### src/rtl/lagarto_plic_target_controller.sv
// -----------------------------------------------------------------------------
// lagarto_plic_target_controller
//
// Per-target (per-hart context) PLIC controller. It watches the winner at the
// end of the priority multiplexer chain. When that winner beats the target
// threshold, it raises the external interrupt notification. It then runs the
// claim/complete handshake with the hart.
//
// Ports
//   clk_i                    clock, rising edge
//   rst_i                    asynchronous active-high reset
//   maximum_priority_i       winning priority from the mux chain
//   maximum_id_i             winning source ID from the mux chain (0 = none)
//   priority_threshold_i     target threshold; the winner must be strictly above
//   interrupt_claim_i        one-cycle claim strobe from the hart
//   interrupt_complete_i     one-cycle completion strobe from the hart
//   complete_id_i            ID being completed, sampled with the strobe
//   interrupt_notification_o external interrupt pending (EIP) to the hart
//   interrupt_id_o           claim response ID, zero-extended to MXLEN
//   claim_pulse_o            one-hot pulse clearing the claimed pending bit
//   complete_pulse_o         one-hot pulse releasing the completed gateway
//   claim_busy_o             high while a claimed interrupt is outstanding
//   state_o                  FSM state for observation (0 IDLE, 1 PENDING,
//                            2 CLAIMED)
//
// Strobe semantics: claim and complete are single-cycle strobes. They are
// acted on in the cycle they are high, and there is no back-pressure. Every
// response (ID, pulses, notification, busy) is registered and appears in the
// cycle after the strobe. claim_pulse_o and complete_pulse_o are each zero or
// one-hot. They are never nonzero in the same cycle, because a claim is only
// honoured in PENDING and a completion is only honoured in CLAIMED.
// -----------------------------------------------------------------------------
module lagarto_plic_target_controller #(
  parameter int NUMBER_OF_INTERRUPT_SOURCES = 32,
  parameter int PRIORITY_WIDTH              = 3,
  parameter int ID_WIDTH                    = 6,
  parameter int MXLEN                       = 64
) (
  input  logic                                   clk_i,
  input  logic                                   rst_i,
  input  logic [PRIORITY_WIDTH-1:0]              maximum_priority_i,
  input  logic [ID_WIDTH-1:0]                    maximum_id_i,
  input  logic [PRIORITY_WIDTH-1:0]              priority_threshold_i,
  input  logic                                   interrupt_claim_i,
  input  logic                                   interrupt_complete_i,
  input  logic [ID_WIDTH-1:0]                    complete_id_i,
  output logic                                   interrupt_notification_o,
  output logic [MXLEN-1:0]                       interrupt_id_o,
  output logic [NUMBER_OF_INTERRUPT_SOURCES-1:0] claim_pulse_o,
  output logic [NUMBER_OF_INTERRUPT_SOURCES-1:0] complete_pulse_o,
  output logic                                   claim_busy_o,
  output logic [1:0]                             state_o
);

  localparam int N = NUMBER_OF_INTERRUPT_SOURCES;

  typedef enum logic [1:0] {
    ST_IDLE    = 2'd0,
    ST_PENDING = 2'd1,
    ST_CLAIMED = 2'd2
  } state_t;

  state_t              state_q;
  logic                notif_q;
  logic [ID_WIDTH-1:0] resp_id_q;    // value returned to the hart on a claim
  logic [ID_WIDTH-1:0] claimed_id_q; // outstanding claim, compared on complete
  logic [N-1:0]        claim_pulse_q;
  logic [N-1:0]        complete_pulse_q;
  logic                busy_q;

  logic                cand_valid;
  logic                complete_hit;
  logic [N-1:0]        claim_onehot;
  logic [N-1:0]        complete_onehot;

  // Source IDs are 1-based, so ID k maps to bit k-1. ID 0 and out-of-range IDs
  // give an all-zero vector.
  function automatic logic [N-1:0] id_to_onehot(input logic [ID_WIDTH-1:0] id);
    logic [N-1:0] oh;
    oh = '0;
    for (int i = 0; i < N; i++) begin
      oh[i] = (id == ID_WIDTH'(i + 1));
    end
    return oh;
  endfunction

  // Strict compare: a winner equal to the threshold does not interrupt. With an
  // unsigned compare, priority 0 can never qualify.
  assign cand_valid = (maximum_priority_i > priority_threshold_i) &&
                      (maximum_id_i != '0) &&
                      (maximum_id_i <= ID_WIDTH'(N));

  assign complete_hit    = interrupt_complete_i && (complete_id_i == claimed_id_q);
  assign claim_onehot    = id_to_onehot(maximum_id_i);
  assign complete_onehot = id_to_onehot(claimed_id_q);

  always_ff @(posedge clk_i or posedge rst_i) begin
    if (rst_i) begin
      state_q          <= ST_IDLE;
      notif_q          <= 1'b0;
      resp_id_q        <= '0;
      claimed_id_q     <= '0;
      claim_pulse_q    <= '0;
      complete_pulse_q <= '0;
      busy_q           <= 1'b0;
    end else begin
      // Pulses last exactly one cycle unless re-armed below.
      claim_pulse_q    <= '0;
      complete_pulse_q <= '0;

      case (state_q)
        ST_IDLE: begin
          if (interrupt_claim_i) begin
            resp_id_q <= '0;
          end
          if (cand_valid) begin
            state_q <= ST_PENDING;
            notif_q <= 1'b1;
          end else begin
            notif_q <= 1'b0;
          end
        end

        ST_PENDING: begin
          if (interrupt_claim_i && cand_valid) begin
            // The claim takes the winner as it stands in the claim cycle.
            resp_id_q     <= maximum_id_i;
            claimed_id_q  <= maximum_id_i;
            claim_pulse_q <= claim_onehot;
            state_q       <= ST_CLAIMED;
            notif_q       <= 1'b0;
            busy_q        <= 1'b1;
          end else if (!cand_valid) begin
            // The winner has dropped away. A claim in this cycle is spurious.
            if (interrupt_claim_i) begin
              resp_id_q <= '0;
            end
            state_q <= ST_IDLE;
            notif_q <= 1'b0;
          end
        end

        ST_CLAIMED: begin
          // Only one claim may be outstanding, so any claim here reads 0.
          if (interrupt_claim_i) begin
            resp_id_q <= '0;
          end
          if (complete_hit) begin
            complete_pulse_q <= complete_onehot;
            claimed_id_q     <= '0;
            state_q          <= ST_IDLE;
            busy_q           <= 1'b0;
            notif_q          <= 1'b0;
          end
        end

        default: begin
          state_q <= ST_IDLE;
          notif_q <= 1'b0;
          busy_q  <= 1'b0;
        end
      endcase
    end
  end

  assign interrupt_notification_o = notif_q;
  assign interrupt_id_o           = MXLEN'(resp_id_q);
  assign claim_pulse_o            = claim_pulse_q;
  assign complete_pulse_o         = complete_pulse_q;
  assign claim_busy_o             = busy_q;
  assign state_o                  = state_q;

endmodule

### config.mk
export PLATFORM = sky130hd
export DESIGN_NAME = lagarto_plic_target_controller
export DESIGN_NICKNAME = d
export VERILOG_FILES = /design/src/rtl/lagarto_plic_target_controller.sv
export SDC_FILE = /design/constraint.sdc
export NUM_CORES = 1
export LEC_CHECK = 0
export CELL_PAD_IN_SITES_DETAIL_PLACEMENT = 1
export CELL_PAD_IN_SITES_GLOBAL_PLACEMENT = 1
export CORE_UTILIZATION = 34
export CTS_CLUSTER_SIZE = 40
export DETAILED_ROUTE_END_ITERATION = 12
export PLACE_DENSITY_LB_ADDON = 0.15
export SLEW_MARGIN = 40
export SYNTH_ARGS = -nofsm -noshare
export SYNTH_HDL_FRONTEND = slang
export SYNTH_SLANG_ARGS = --single-unit
### constraint.sdc
create_clock -name clk_i -period 4.28 [get_ports clk_i]
set_input_delay 1.284 -clock clk_i [delete_from_list [all_inputs] [get_ports clk_i]]
set_output_delay 1.284 -clock clk_i [all_outputs]
set_load 0.005 [all_outputs]
== Word level (Yosys, flattened, before mapping) ==
Cells that the tools add are included.

* Word-level logic and storage cells: 118
* Register bits after elaboration: 80
* Bits of input ports: 22
* Output and inout port bits: 132

* Mux-type cells: 23
* Equal/unequal tests: 71
* $lt $le $gt $ge: 2
* Reductions and logical operators: 14
* Bitwise operators: 1

{| class="wikitable"
|+ Operators by type and width
! operator !! count
|-
| $eq A6 B5 Y1 const B || 32
|-
| $mux W32 || 4
|-
| $eq A6 B4 Y1 const B || 16
|-
| $eq A6 B3 Y1 const B || 8
|-
| $mux W6 || 5
|-
| $eq A6 B2 Y1 const B || 4
|-
| $pmux W6 S2 || 2
|-
| $eq A6 B1 Y1 const B || 2
|-
| $eq A6 B6 Y1 const B || 2
|-
| $reduce_and A3 Y1 || 3
|-
| $mux W2 || 4
|-
| $eq A6 B6 Y1 || 1
|-
| $le A6 B6 Y1 const B || 1
|-
| $ne A2 B2 Y1 const B || 3
|-
| $pmux W1 S3 || 2
|-
| $pmux W2 S3 || 1
|-
| $reduce_bool A6 Y1 || 1
|-
| $mux W1 || 5
|-
| $logic_and A1 B1 Y1 || 4
|-
| $reduce_and A2 Y1 || 2
|-
| $reduce_bool A2 Y1 || 2
|-
| $gt A3 B3 Y1 || 1
|-
| $ne A3 B3 Y1 const B || 1
|-
| $eq A2 B1 Y1 const B || 1
|-
| other kinds (4) || 4
|}

== Depth between registers and ports, before layout ==
Gate-level depths: netlist (run 1).

* Word-level depth: 6
* Mapped depth: 7

== Worst setup path after synthesis (run 1) ==
Ideal clock, no wire load.

* Path type: input -> register
* Start point: in priority_threshold_i[2]
* End point: reg claimed_id_q[5]
* Setup slack: 1.469 ns
* Stages: 6
* Required time: 4.161 ns
* Setup time: 0.119 ns
* Arrival time: 2.692 ns
* Cell sequence: inv_1 ha_1 a311oi_2 o2111ai_2 buf_2 a21bo_2

* Word-level cells in the longest chain between the ends: 6

{| class="wikitable"
|+ RTL lines
! what !! line !! text
|-
| start: declaration || 43 || <nowiki>input logic [PRIORITY_WIDTH-1:0] priority_threshold_i,</nowiki>
|-
| $gt A3 B3 Y1 || 89 || <nowiki>assign cand_valid = (maximum_priority_i > priority_threshold_i) &&</nowiki>
|-
| $logic_and A1 B1 Y1 || 89 ||
|-
| $logic_and A1 B1 Y1 || 90 || <nowiki>(maximum_id_i != '0) &&</nowiki>
|-
| $logic_and A1 B1 Y1 || 125 || <nowiki>if (interrupt_claim_i && cand_valid) begin</nowiki>
|-
| $ne A2 B2 Y1 (no source line) || n/a ||
|-
| $reduce_and A3 Y1 (no source line) || n/a ||
|-
| end signal: assignment || 128 || <nowiki>claimed_id_q <= maximum_id_i;</nowiki>
|-
| end: declaration || 66 || <nowiki>logic [ID_WIDTH-1:0] claimed_id_q;</nowiki>
|}

Every way passes these cells.
A chain may end at the register's enable or synchronous reset.

== Worst setup path after layout (run 1) ==
* Start point: in priority_threshold_i[2]
* End point: reg claim_pulse_q[0], in the netlist claim_pulse_o[0]

* Word-level cells in the longest chain between the ends: 6

{| class="wikitable"
|+ RTL lines
! what !! line !! text
|-
| $gt A3 B3 Y1 || 89 ||
|-
| $logic_and A1 B1 Y1 || 89 ||
|-
| $logic_and A1 B1 Y1 || 90 ||
|-
| $logic_and A1 B1 Y1 || 125 ||
|-
| $mux W32 || 125 ||
|-
| $mux W32 || 111 || <nowiki>case (state_q)</nowiki>
|-
| end signal: assignment || 129 || <nowiki>claim_pulse_q <= claim_onehot;</nowiki>
|-
| end: declaration || 67 || <nowiki>logic [N-1:0] claim_pulse_q;</nowiki>
|}

Every way passes these cells.

==> flow_summary_export.csv, run 1 <==
group,metric,value,unit
synthesis,synth_top_cells_by_area,"sky130_fd_sc_hd__dfrtp_1 (57%), sky130_fd_sc_hd__buf_4 (12%), sky130_fd_sc_hd__nor3_1 (3.7%)",
clock_tree,postCtsSetupBuffers,0,
synthesis,postSynthCellCount,327,
synthesis,synth_enable_flop_cells,0,
clock_tree,post_cts_hold_buffer_count,0,
critical_path,critPathArrivalTime,3.45,ns
sta,hold_ws,0.496,ns
route,route.antenna.remaining_nets,0,
clock_tree,cts-resized-gates,0,
synthesis,mappedNetlistArea,3540,um^2
place,io_buffers,95,
sta,final-setup-viol-count,0,
sta,slew-limit-headroom,0.560,
layout,layout.cell_area.non_filler,4630,um^2
floorplan,core.rowCount,36,
power_and_ir_drop,ir_worst_vdd,0.150,mV
sta,timing.final.max_slew_violations,0,
layout,nets,447,
sta,final-hold-violation-count,0,
critical_path,nature_of_the_critical_path_startpoint,"input pin",
synthesis,ys.warnings.count,0,
place,hpwlAfterDp,6160,um
global_route,grt_pass1_vias,2615,
floorplan,core_area,9910,um^2
synthesis,avgSynthCellArea,10.8,um^2
route,route.vias.total,2507,
layout,area_growth_syn_to_layout,31.0,%
sta,final.setup.tns,0,ns
global_route,grt_overflow,0,
clock_tree,tritoncts_buffers,9,
layout,drive_above_1_share,0.0775,
route,detail_route.wl_per_cell,15.2,um
clock_tree,clk_path_buf_depth,2,
sta,timing.fmax,311,MHz
sta,setup_ws,1.07,ns
floorplan,start_util,0.357,
floorplan,ios,154,
critical_path,worstPathCellList,"clkdlybuf4s50_1 > inv_1 > ha_1 > a311oi_2 > o2111ai_4 > buf_4 > nor4_1",
global_route,antenna_found_initial,0,
power_and_ir_drop,swShare,0.282,
flow_run,count_of_max_cap_constraint_violations,0,
synthesis,synth.lib_cells_used.distinct,41,
synthesis,synthArstFlopShare,1.00,
sta,unrepaired_setup_endpoints_after_global_routing,"false",
route,wirelength,8470,um
global_route,grt-busiest-layer,"met2",
power_and_ir_drop,cellPowerDensity,374,nW/um^2
global_route,grt_max_degree,42,
critical_path,critical_path_start_end_classification,"in2reg",
global_route,met3_usage_in_global_routing,0.0282,
global_route,grt_use_met1,0.213,
clock_tree,level_count_of_the_clock_h_tree,3,
power_and_ir_drop,power_frac_seq,0.486,
floorplan,die_w,104,um
route,drc,0,
synthesis,synth_largest_area_cell,"sky130_fd_sc_hd__dfrtp_1",
place,dpl-instance-area,4410,um^2
sta,finalClockSkew,0.00983,ns
route,detail_route.iter0.violations,51,
power_and_ir_drop,power.share.combinational,0.150,
place,gp_congestion,0.761,
global_route,grt_first_pass_wirelength,13900,um
power_and_ir_drop,internal-power,1.24,mW
hold_path,hold_path.class,"reg2reg",
clock_tree,cts_root_buffer,"sky130_fd_sc_hd__clkbuf_8",
layout,finalCoreUtilization,0.468,
layout,antenna_cells,0,
route,detail_route.vias_per_cell,4.48,
sta,tightest_slew,0.659,ns
place,pre_cts_ws,0.750,ns
floorplan,floorplan.die.height,104,um
sta,post-route-period-util,0.750,
critical_path,critical-path-max-stage-delay,0.51,ns
clock_tree,clk_pin_slew,0.08,ns
synthesis,synth_flop_cell,"sky130_fd_sc_hd__dfrtp_1",
critical_path,timing.critical_path.required,4.52,ns
global_route,globalRouteMet2Util,0.270,
critical_path,worstPathMaxFanout,41,
status,run_status,"completed",
clock_tree,insertion_delay,0.34,ns
clock_tree,tritoncts_num_sinks,80,
sta,finalWorstPathRequiredPeriod,3.21,ns
power_and_ir_drop,leakage,2.09,nW
power_and_ir_drop,share_clk_of_total_power,0.364,
global_route,global_route.usage.total,0.164,
clock_tree,cts_tree,"done",
power_and_ir_drop,total_switching_power,0.489,mW
synthesis,synth_seq_area_share,0.566,
floorplan,design.die.area,10800,um^2
route,iteration_count_of_the_initial_detailed_routing_pass,4,
critical_path,critical-path-slowest-cell,"sky130_fd_sc_hd__a311oi_2",
synthesis,post_synthesis_sequential_element_count,80,
synthesis,synth_top_cell_area_share,0.566,
critical_path,setup.worst_path.end_class,"flop",
-- cell type report --
class / instances / area (um^2)
repair buffers: 100 / 988
flip-flops and latches: 80 / 2000
multi-input cells: 216 / 1190
well taps: 133 / 166
clock inverters: 4 / 76.3
inverters: 15 / 57.6
fillers: 1118 / 5280
clock buffers: 11 / 151
-- sequential cells by signal (all words and copies together), names as in the netlist --
register and cells:
claim_pulse_o 32, complete_pulse_o 32, claimed_id_q 6, resp_id_q 6, state_o 2, claim_busy_o 1
interrupt_notification_o 1
-- stage by stage --
stage	power, mW	std cells
2_1_floorplan	1.07	384
3_3_place_gp	1.11	544
3_5_place_dp	1.12	544
4_1_cts	1.76	559
5_1_grt	1.83	559
6_report	1.73	559
-- cell usage in the layout, fill, tap and decap left out, types with 2 or more instances in the layout --
cell type,Yosys,routed
sky130_fd_sc_hd__o21ai_0,11,11
sky130_fd_sc_hd__nand2_1,21,21
sky130_fd_sc_hd__nor3_2,6,6
sky130_fd_sc_hd__nand3_1,5,5
sky130_fd_sc_hd__o2111ai_1,2,2
sky130_fd_sc_hd__ha_1,3,3
sky130_fd_sc_hd__buf_4,58,5
sky130_fd_sc_hd__bufinv_16,0,2
sky130_fd_sc_hd__nand4_1,2,2
sky130_fd_sc_hd__inv_1,14,13
sky130_fd_sc_hd__dfrtp_1,80,80
sky130_fd_sc_hd__xnor2_1,5,5
sky130_fd_sc_hd__clkdlybuf4s50_1,0,95
sky130_fd_sc_hd__clkbuf_8,0,11
sky130_fd_sc_hd__nor2_1,29,29
sky130_fd_sc_hd__nor3_1,26,26
sky130_fd_sc_hd__nor4_1,18,18
sky130_fd_sc_hd__conb_1,1,58
sky130_fd_sc_hd__mux2i_1,5,5
sky130_fd_sc_hd__nand3b_1,3,3
sky130_fd_sc_hd__nand4b_1,3,3
-- power by group through the flow --
stage	combinational, mW	clock, mW	sequential, mW
after floorplan	0.256	0	0.811
after global placement	0.256	0	0.858
after detailed placement	0.260	0	0.859
after CTS	0.263	0.649	0.844
after global routing	0.293	0.682	0.854
final	0.260	0.630	0.842
-- routing by layer --
metal	vias to the layer above	wire length [um]
met5	-	0
met4	0	132
met3	10	404
met2	93	4190
met1	1231	3750
li1	1173	-
-- path summary, 6_finish.rpt --
kind | to | slack, ns | depth (start not counted) | startpoint
min reg2reg | resp_id_q[1] | 0.50 | 2 | resp_id_q[1]
max in group asynchronous | complete_pulse_o[28] | 2.23 | 3 | rst_i
min | resp_id_q[1] | 0.50 | 2 | resp_id_q[1]
max | claim_pulse_o[0] | 1.07 | 7 | priority_threshold_i[2]
min in group asynchronous | claim_pulse_o[24] | 1.31 | 2 | rst_i
max reg2reg | complete_pulse_o[29] | 1.95 | 4 | claimed_id_q[3]
-- synth_stat cells (2+ instances only) --
| library cell | instances |
|---|---|
| sky130_fd_sc_hd__mux2i_1 | 5 |
| sky130_fd_sc_hd__buf_6 | 2 |
| sky130_fd_sc_hd__ha_1 | 3 |
| sky130_fd_sc_hd__nand3_1 | 5 |
| sky130_fd_sc_hd__o21ai_0 | 11 |
| sky130_fd_sc_hd__dfrtp_1 | 80 |
| sky130_fd_sc_hd__buf_4 | 58 |
| sky130_fd_sc_hd__inv_1 | 14 |
| sky130_fd_sc_hd__nor2_1 | 29 |
| sky130_fd_sc_hd__o2111ai_1 | 2 |
| sky130_fd_sc_hd__xnor2_1 | 5 |
| sky130_fd_sc_hd__nand4b_1 | 3 |
| sky130_fd_sc_hd__nand3b_1 | 3 |
| sky130_fd_sc_hd__clkbuf_1 | 9 |
| sky130_fd_sc_hd__nand2_1 | 21 |
| sky130_fd_sc_hd__buf_2 | 4 |
| sky130_fd_sc_hd__nor3_1 | 26 |
| sky130_fd_sc_hd__nor3_2 | 6 |
| sky130_fd_sc_hd__nor4_1 | 18 |
| sky130_fd_sc_hd__nand4_1 | 2 |
-- critical path: cells and delay by family --
kind                     cells  cell delay, ns
buffers and inverters        3            0.81
adder cells (fa/ha/maj)      1            0.29
AO/OA/AOI/OAI                2            0.74
AND/OR/NAND/NOR              1            0.30
-- kinds of logic (layout without fill, tap and decap cells) --
group           after synthesis  count (layout)  synth area share
simple gates                123             123             0.186
buf+inv                      88             130             0.161
flops                        80              80             0.566
compound gates               21              21            0.0414
xor+xnor                      6               6            0.0202
mux                           5               5            0.0142
fa+ha+maj                     3               3            0.0106
other cells                   1              58           0.00106
No activity file was read; power rests on OpenSTA's default activity.
==> run 2, diff against run 1 <==
Settings changed: CORE_UTILIZATION 34 to 31.
Clock period 4.28 ns to 3.1 ns, I/O delays scaled along.
==> flow_summary_export.csv, run 2 (same netlist as run 1, synthesis figures left out) <==
group,metric,value,unit
hold_path,min_from,"resp_id_q[1]",
sta,timing.fmax,383,MHz
floorplan,start_util,0.322,
route,route.vias.total,2599,
critical_path,timing.critical_path.required,3.33,ns
critical_path,crit_buf_inv,3,
route,detail_route.vias_per_cell,4.50,
global_route,grt_overflow,0,
layout,finalCoreUtilization,0.438,
clock_tree,tritoncts_buffers,9,
global_route,grt_max_degree,46,
clock_tree,cts-resized-gates,0,
sta,final.setup.tns,0,ns
layout,antenna_cells,0,
route,drc,0,
power_and_ir_drop,ir_worst_vdd,0.292,mV
sta,unrepaired_setup_endpoints_after_global_routing,"false",
sta,finalClockSkew,0.00727,ns
hold_path,holdPathStages,2,
hold_path,min_delay_worst_endpoint,"resp_id_q[1]",
critical_path,regToRegStartpoint,"claimed_id_q[3]",
power_and_ir_drop,cellPowerDensity,537,nW/um^2
critical_path,worst_r2r_path_depth,6,
floorplan,core_area,11000,um^2
sta,finalWorstPathRequiredPeriod,2.61,ns
clock_tree,tritoncts_num_sinks,80,
clock_tree,cts_tree,"done",
place,io_buffers,95,
floorplan,design.die.area,11800,um^2
layout,area_growth_syn_to_layout,36.1,%
clock_tree,clk_path_buf_depth,2,
critical_path,setup.worst_path.end_class,"flop",
sta,final-setup-viol-count,0,
global_route,global_route.usage.total,0.153,
critical_path,setup.reg_to_reg.worst_slack,1.05,ns
layout,layout.cells.most_common,"sky130_fd_sc_hd__clkdlybuf4s50_1",
sta,post-route-period-util,0.843,
layout,nets,458,
route,wirelength,8640,um
global_route,antenna_found_initial,0,
floorplan,core.rowCount,38,
floorplan,die_w,109,um
route,detail_route.iter0.violations,82,
clock_tree,level_count_of_the_clock_h_tree,3,
sta,final-hold-violation-count,0,
place,hpwlAfterDp,6350,um
critical_path,cp_top_family,"buffers and inverters",
floorplan,floorplan.die.height,109,um
sta,hold_ws,0.488,ns
clock_tree,post_cts_hold_buffer_count,0,
critical_path,reg2reg_to,"complete_pulse_o[21]",
clock_tree,postCtsSetupBuffers,0,
clock_tree,insertion_delay,0.34,ns
critical_path,critical-path-max-stage-delay,0.46,ns
critical_path,worstPathMaxFanout,35,
layout,drive_above_1_share,0.103,
clock_tree,clk_pin_slew,0.06,ns
critical_path,critPathArrivalTime,2.84,ns
floorplan,ios,154,
sta,timing.final.max_slew_violations,0,
clock_tree,cts_root_buffer,"sky130_fd_sc_hd__clkbuf_16",
route,route.antenna.remaining_nets,0,
power_and_ir_drop,leakage,2.18,nW
global_route,grt_first_pass_wirelength,13500,um
global_route,grt_pass1_vias,2606,
status,run_status,"completed",
hold_path,hold_path.class,"reg2reg",
route,iteration_count_of_the_initial_detailed_routing_pass,4,
critical_path,worstPathCellList,"clkdlybuf4s50_1 > inv_1 > ha_1 > a311oi_2 > o2111ai_4 > buf_12 > nor4_1",
critical_path,nature_of_the_critical_path_startpoint,"input pin",
route,detail_route.wl_per_cell,14.9,um
layout,mostFrequentLayoutCells,"sky130_fd_sc_hd__clkdlybuf4s50_1 (95), sky130_fd_sc_hd__dfrtp_1 (80), sky130_fd_sc_hd__conb_1 (58)",
critical_path,critical_path_start_end_classification,"in2reg",
place,gp_congestion,0.785,
flow_run,count_of_max_cap_constraint_violations,0,
critical_path,critical-path-slowest-cell,"sky130_fd_sc_hd__clkdlybuf4s50_1",
==> run 2: cell types whose count changed in the layout (fill, tap and decap cells not counted) <==
cell	delta
sky130_fd_sc_hd__bufinv_16	-2
sky130_fd_sc_hd__inv_6	+2
sky130_fd_sc_hd__clkinv_4	+1
sky130_fd_sc_hd__clkbuf_16	+9
sky130_fd_sc_hd__buf_12	+2
sky130_fd_sc_hd__clkbuf_8	-10
sky130_fd_sc_hd__buf_4	+9
sky130_fd_sc_hd__clkinvlp_4	+1
==> run 2: worst max-delay path by stage <==
stage	from	to	slack (ns)	cells past startpoint
floorplan	rst_i	claim_busy_o	0.12	1
global placement	maximum_id_i[0]	claimed_id_q[1]	0.20	7
detailed placement	priority_threshold_i[2]	claim_pulse_o[30]	0.13	7
CTS	priority_threshold_i[2]	claim_pulse_o[30]	0.48	7
global route	priority_threshold_i[2]	claim_pulse_o[24]	0.34	7
finish	priority_threshold_i[2]	claim_pulse_o[30]	0.49	7
==> run 2: power breakdown <==
| part | internal, mW | switching, mW | total [mW] |
|---|---|---|---|
| clock | 0.574 | 0.446 | 1.02 |
| combinational | 0.168 | 0.245 | 0.413 |
| sequential | 1.08 | 0.0734 | 1.15 |
==> run 2: area by class of cell <==
class | instances | area (um^2)
clock inverter | 6 | 50.0
inverter | 15 | 57.6
sequential | 80 | 2000
tap | 140 | 175
multi-input combinational | 216 | 1190
fill | 1244 | 6170
clock buffer | 10 | 239
timing repair buffer | 111 | 1100
==> run 2: tightest hold or removal path, delay by kind of cell, from the launching register on <==
family / cells / cell delay [ns]
compound gates: 1 / 0.06
flops: 1 / 0.34
simple gates: 1 / 0.05
==> run 2: metal layers <==
metal	GRT usage	part of all wire
met1	0.190	0.44
met2	0.253	0.49
met3	0.0395	0.055
met4	0.0627	0.018
met5	0	0
==> run 2: per-stage QoR <==
| step | cells | setup WS (ns) | power, mW | area [um^2] |
|---|---|---|---|---|
| after floorplan | 384 | 0.118 | 1.47 | 3750 |
| final | 578 | 0.487 | 2.58 | 4810 |
| after global placement | 562 | 0.204 | 1.58 | 4520 |
| after global routing | 578 | 0.340 | 2.72 | 4810 |
| after detailed placement | 562 | 0.134 | 1.59 | 4520 |
| after CTS | 578 | 0.478 | 2.62 | 4810 |
==> run 3, diff against run 2 <==
Settings changed: CORE_UTILIZATION 31 to 28.
Clock period 3.1 ns to 2.4 ns, I/O delays scaled along.
==> flow_summary_export.csv, run 3 (same netlist as run 1, synthesis figures left out) <==
group,metric,value,unit
status,run_status,"completed",
power_and_ir_drop,finalPower,3.34,mW
route,iteration_count_of_the_initial_detailed_routing_pass,4,
sta,setup_ws,0.0599,ns
global_route,antenna_found_initial,0,
power_and_ir_drop,cellPowerDensity,667,nW/um^2
sta,final.setup.tns,0,ns
floorplan,floorplan.die.height,114,um
clock_tree,clk_path_buf_depth,2,
layout,antenna_cells,0,
clock_tree,tritoncts_num_sinks,80,
power_and_ir_drop,ir_worst_vdd,0.510,mV
route,route.vias.total,2617,
floorplan,core.rowCount,40,
clock_tree,cts_tree,"done",
route,drc,0,
critical_path,critPathArrivalTime,2.56,ns
critical_path,critical_path_start_end_classification,"in2reg",
global_route,grt_overflow,0,
route,top_signal_layer_used,"met4",
route,detail_route.iter0.violations,95,
route,wl_met3,389,um
layout,drive_above_1_share,0.141,
layout,finalCoreUtilization,0.411,
sta,unrepaired_setup_endpoints_after_global_routing,"true",
hold_path,min_from,"resp_id_q[5]",
clock_tree,insertion_delay,0.32,ns
place,io_buffers,95,
place,dpl-instance-area,4650,um^2
sta,finalWorstPathRequiredPeriod,2.34,ns
sta,finalClockSkew,0.00534,ns
layout,nets,468,
global_route,grt_max_degree,81,
layout,layout.cells.most_common,"sky130_fd_sc_hd__clkdlybuf4s50_1",
sta,post-route-period-util,0.975,
floorplan,start_util,0.291,
sta,final-setup-viol-count,0,
critical_path,regToRegStartpoint,"claimed_id_q[4]",
hold_path,holdPathStages,2,
global_route,grt_first_pass_wirelength,13700,um
layout,area_growth_syn_to_layout,41.5,%
route,dr_wl_met2,4410,um
route,detail_route.vias_per_cell,4.25,
layout,layout.cells.non_filler,616,
sta,hold_ws,0.505,ns
clock_tree,level_count_of_the_clock_h_tree,3,
critical_path,worstPathMaxFanout,24,
sta,final-hold-violation-count,0,
sta,timing.final.max_slew_violations,0,
power_and_ir_drop,leakage,2.23,nW
place,numPlacedInstances,600,
sta,timing.fmax,427,MHz
route,detail_route.wl_per_cell,14.3,um
route,route.layer.met1.wl,3940,um
place,pre_cts_ws,-0.283,ns
critical_path,timing.critical_path.required,2.62,ns
layout,mostFrequentLayoutCells,"sky130_fd_sc_hd__clkdlybuf4s50_1 (95), sky130_fd_sc_hd__dfrtp_1 (80), sky130_fd_sc_hd__conb_1 (58)",
flow_run,count_of_max_cap_constraint_violations,0,
place,gp_congestion,0.727,
global_route,grt_pass1_vias,2631,
global_route,global_route.usage.total,0.137,
route,route.antenna.remaining_nets,0,
critical_path,setup.worst_path.end_class,"flop",
clock_tree,cts_root_buffer,"sky130_fd_sc_hd__clkbuf_16",
hold_path,min_delay_worst_endpoint,"resp_id_q[5]",
critical_path,setup.reg_to_reg.worst_slack,0.50,ns
layout,nFillCells,1371,
place,hpwlAfterDp,6520,um
hold_path,hold_path.class,"reg2reg",
critical_path,reg2reg_to,"complete_pulse_o[5]",
critical_path,worst_r2r_path_depth,5,
clock_tree,post_cts_hold_buffer_count,0,
clock_tree,tritoncts_buffers,9,
layout,layout.cell_area.non_filler,5000,um^2
critical_path,nature_of_the_critical_path_startpoint,"input pin",
floorplan,design.die.area,13100,um^2
route,wirelength,8830,um
floorplan,die_w,114,um
floorplan,core_area,12200,um^2
clock_tree,clk_pin_slew,0.06,ns
floorplan,ios,154,
==> run 3: area by class of cell <==
type / count / area [um^2] / area share
clock inverters: 5 / 40.0 / 0.00800
flip-flops and latches: 80 / 2000 / 0.400
inverters: 15 / 60.1 / 0.0120
multi-input cells: 216 / 1260 / 0.253
clock buffers: 11 / 243 / 0.0485
repair buffers: 121 / 1180 / 0.237
well taps: 168 / 210 / 0.0420
==> run 3: routing by layer <==
layer / vias up / global-route usage
li1: 1213 / -
met1: 1300 / 0.168
met2: 98 / 0.242
met3: 6 / 0.0254
met4: 0 / 0.0468
met5: - / 0
==> run 3: how the worst max path moves through the flow <==
stage                       startpoint                 to  slack [ns]  cells after the start
3_3_place_gp   priority_threshold_i[2]  claim_pulse_o[23]       -0.22                      8
2_1_floorplan  priority_threshold_i[2]    claimed_id_q[5]        0.15                      6
6_report       priority_threshold_i[2]   claim_pulse_o[0]        0.06                      8
4_1_cts        priority_threshold_i[2]  claim_pulse_o[24]        0.06                      8
3_5_place_dp   priority_threshold_i[2]  claim_pulse_o[24]       -0.28                      8
5_1_grt        priority_threshold_i[2]   claim_pulse_o[0]       -0.06                      8
==> run 3: report_power, final <==
part           internal, mW  total, mW  switching [mW]
Clock                 0.736       1.28           0.547
Sequential             1.39       1.46          0.0669
Combinational         0.246      0.594           0.348
==> run 3: timing repair <==
action,4_1_cts,5_1_grt
setup endpoints to repair,0,14
setup buffers,0,0
resized for setup,0,11
==> run 3: worst max-delay path: stages <==
cell and delay (ns):
sky130_fd_sc_hd__clkdlybuf4s50_1 0.46, sky130_fd_sc_hd__inv_1 0.04, sky130_fd_sc_hd__ha_1 0.30, sky130_fd_sc_hd__a311oi_2 0.26, sky130_fd_sc_hd__buf_4 0.17, sky130_fd_sc_hd__o2111ai_4 0.16
sky130_fd_sc_hd__buf_12 0.21, sky130_fd_sc_hd__nor4_1 0.24
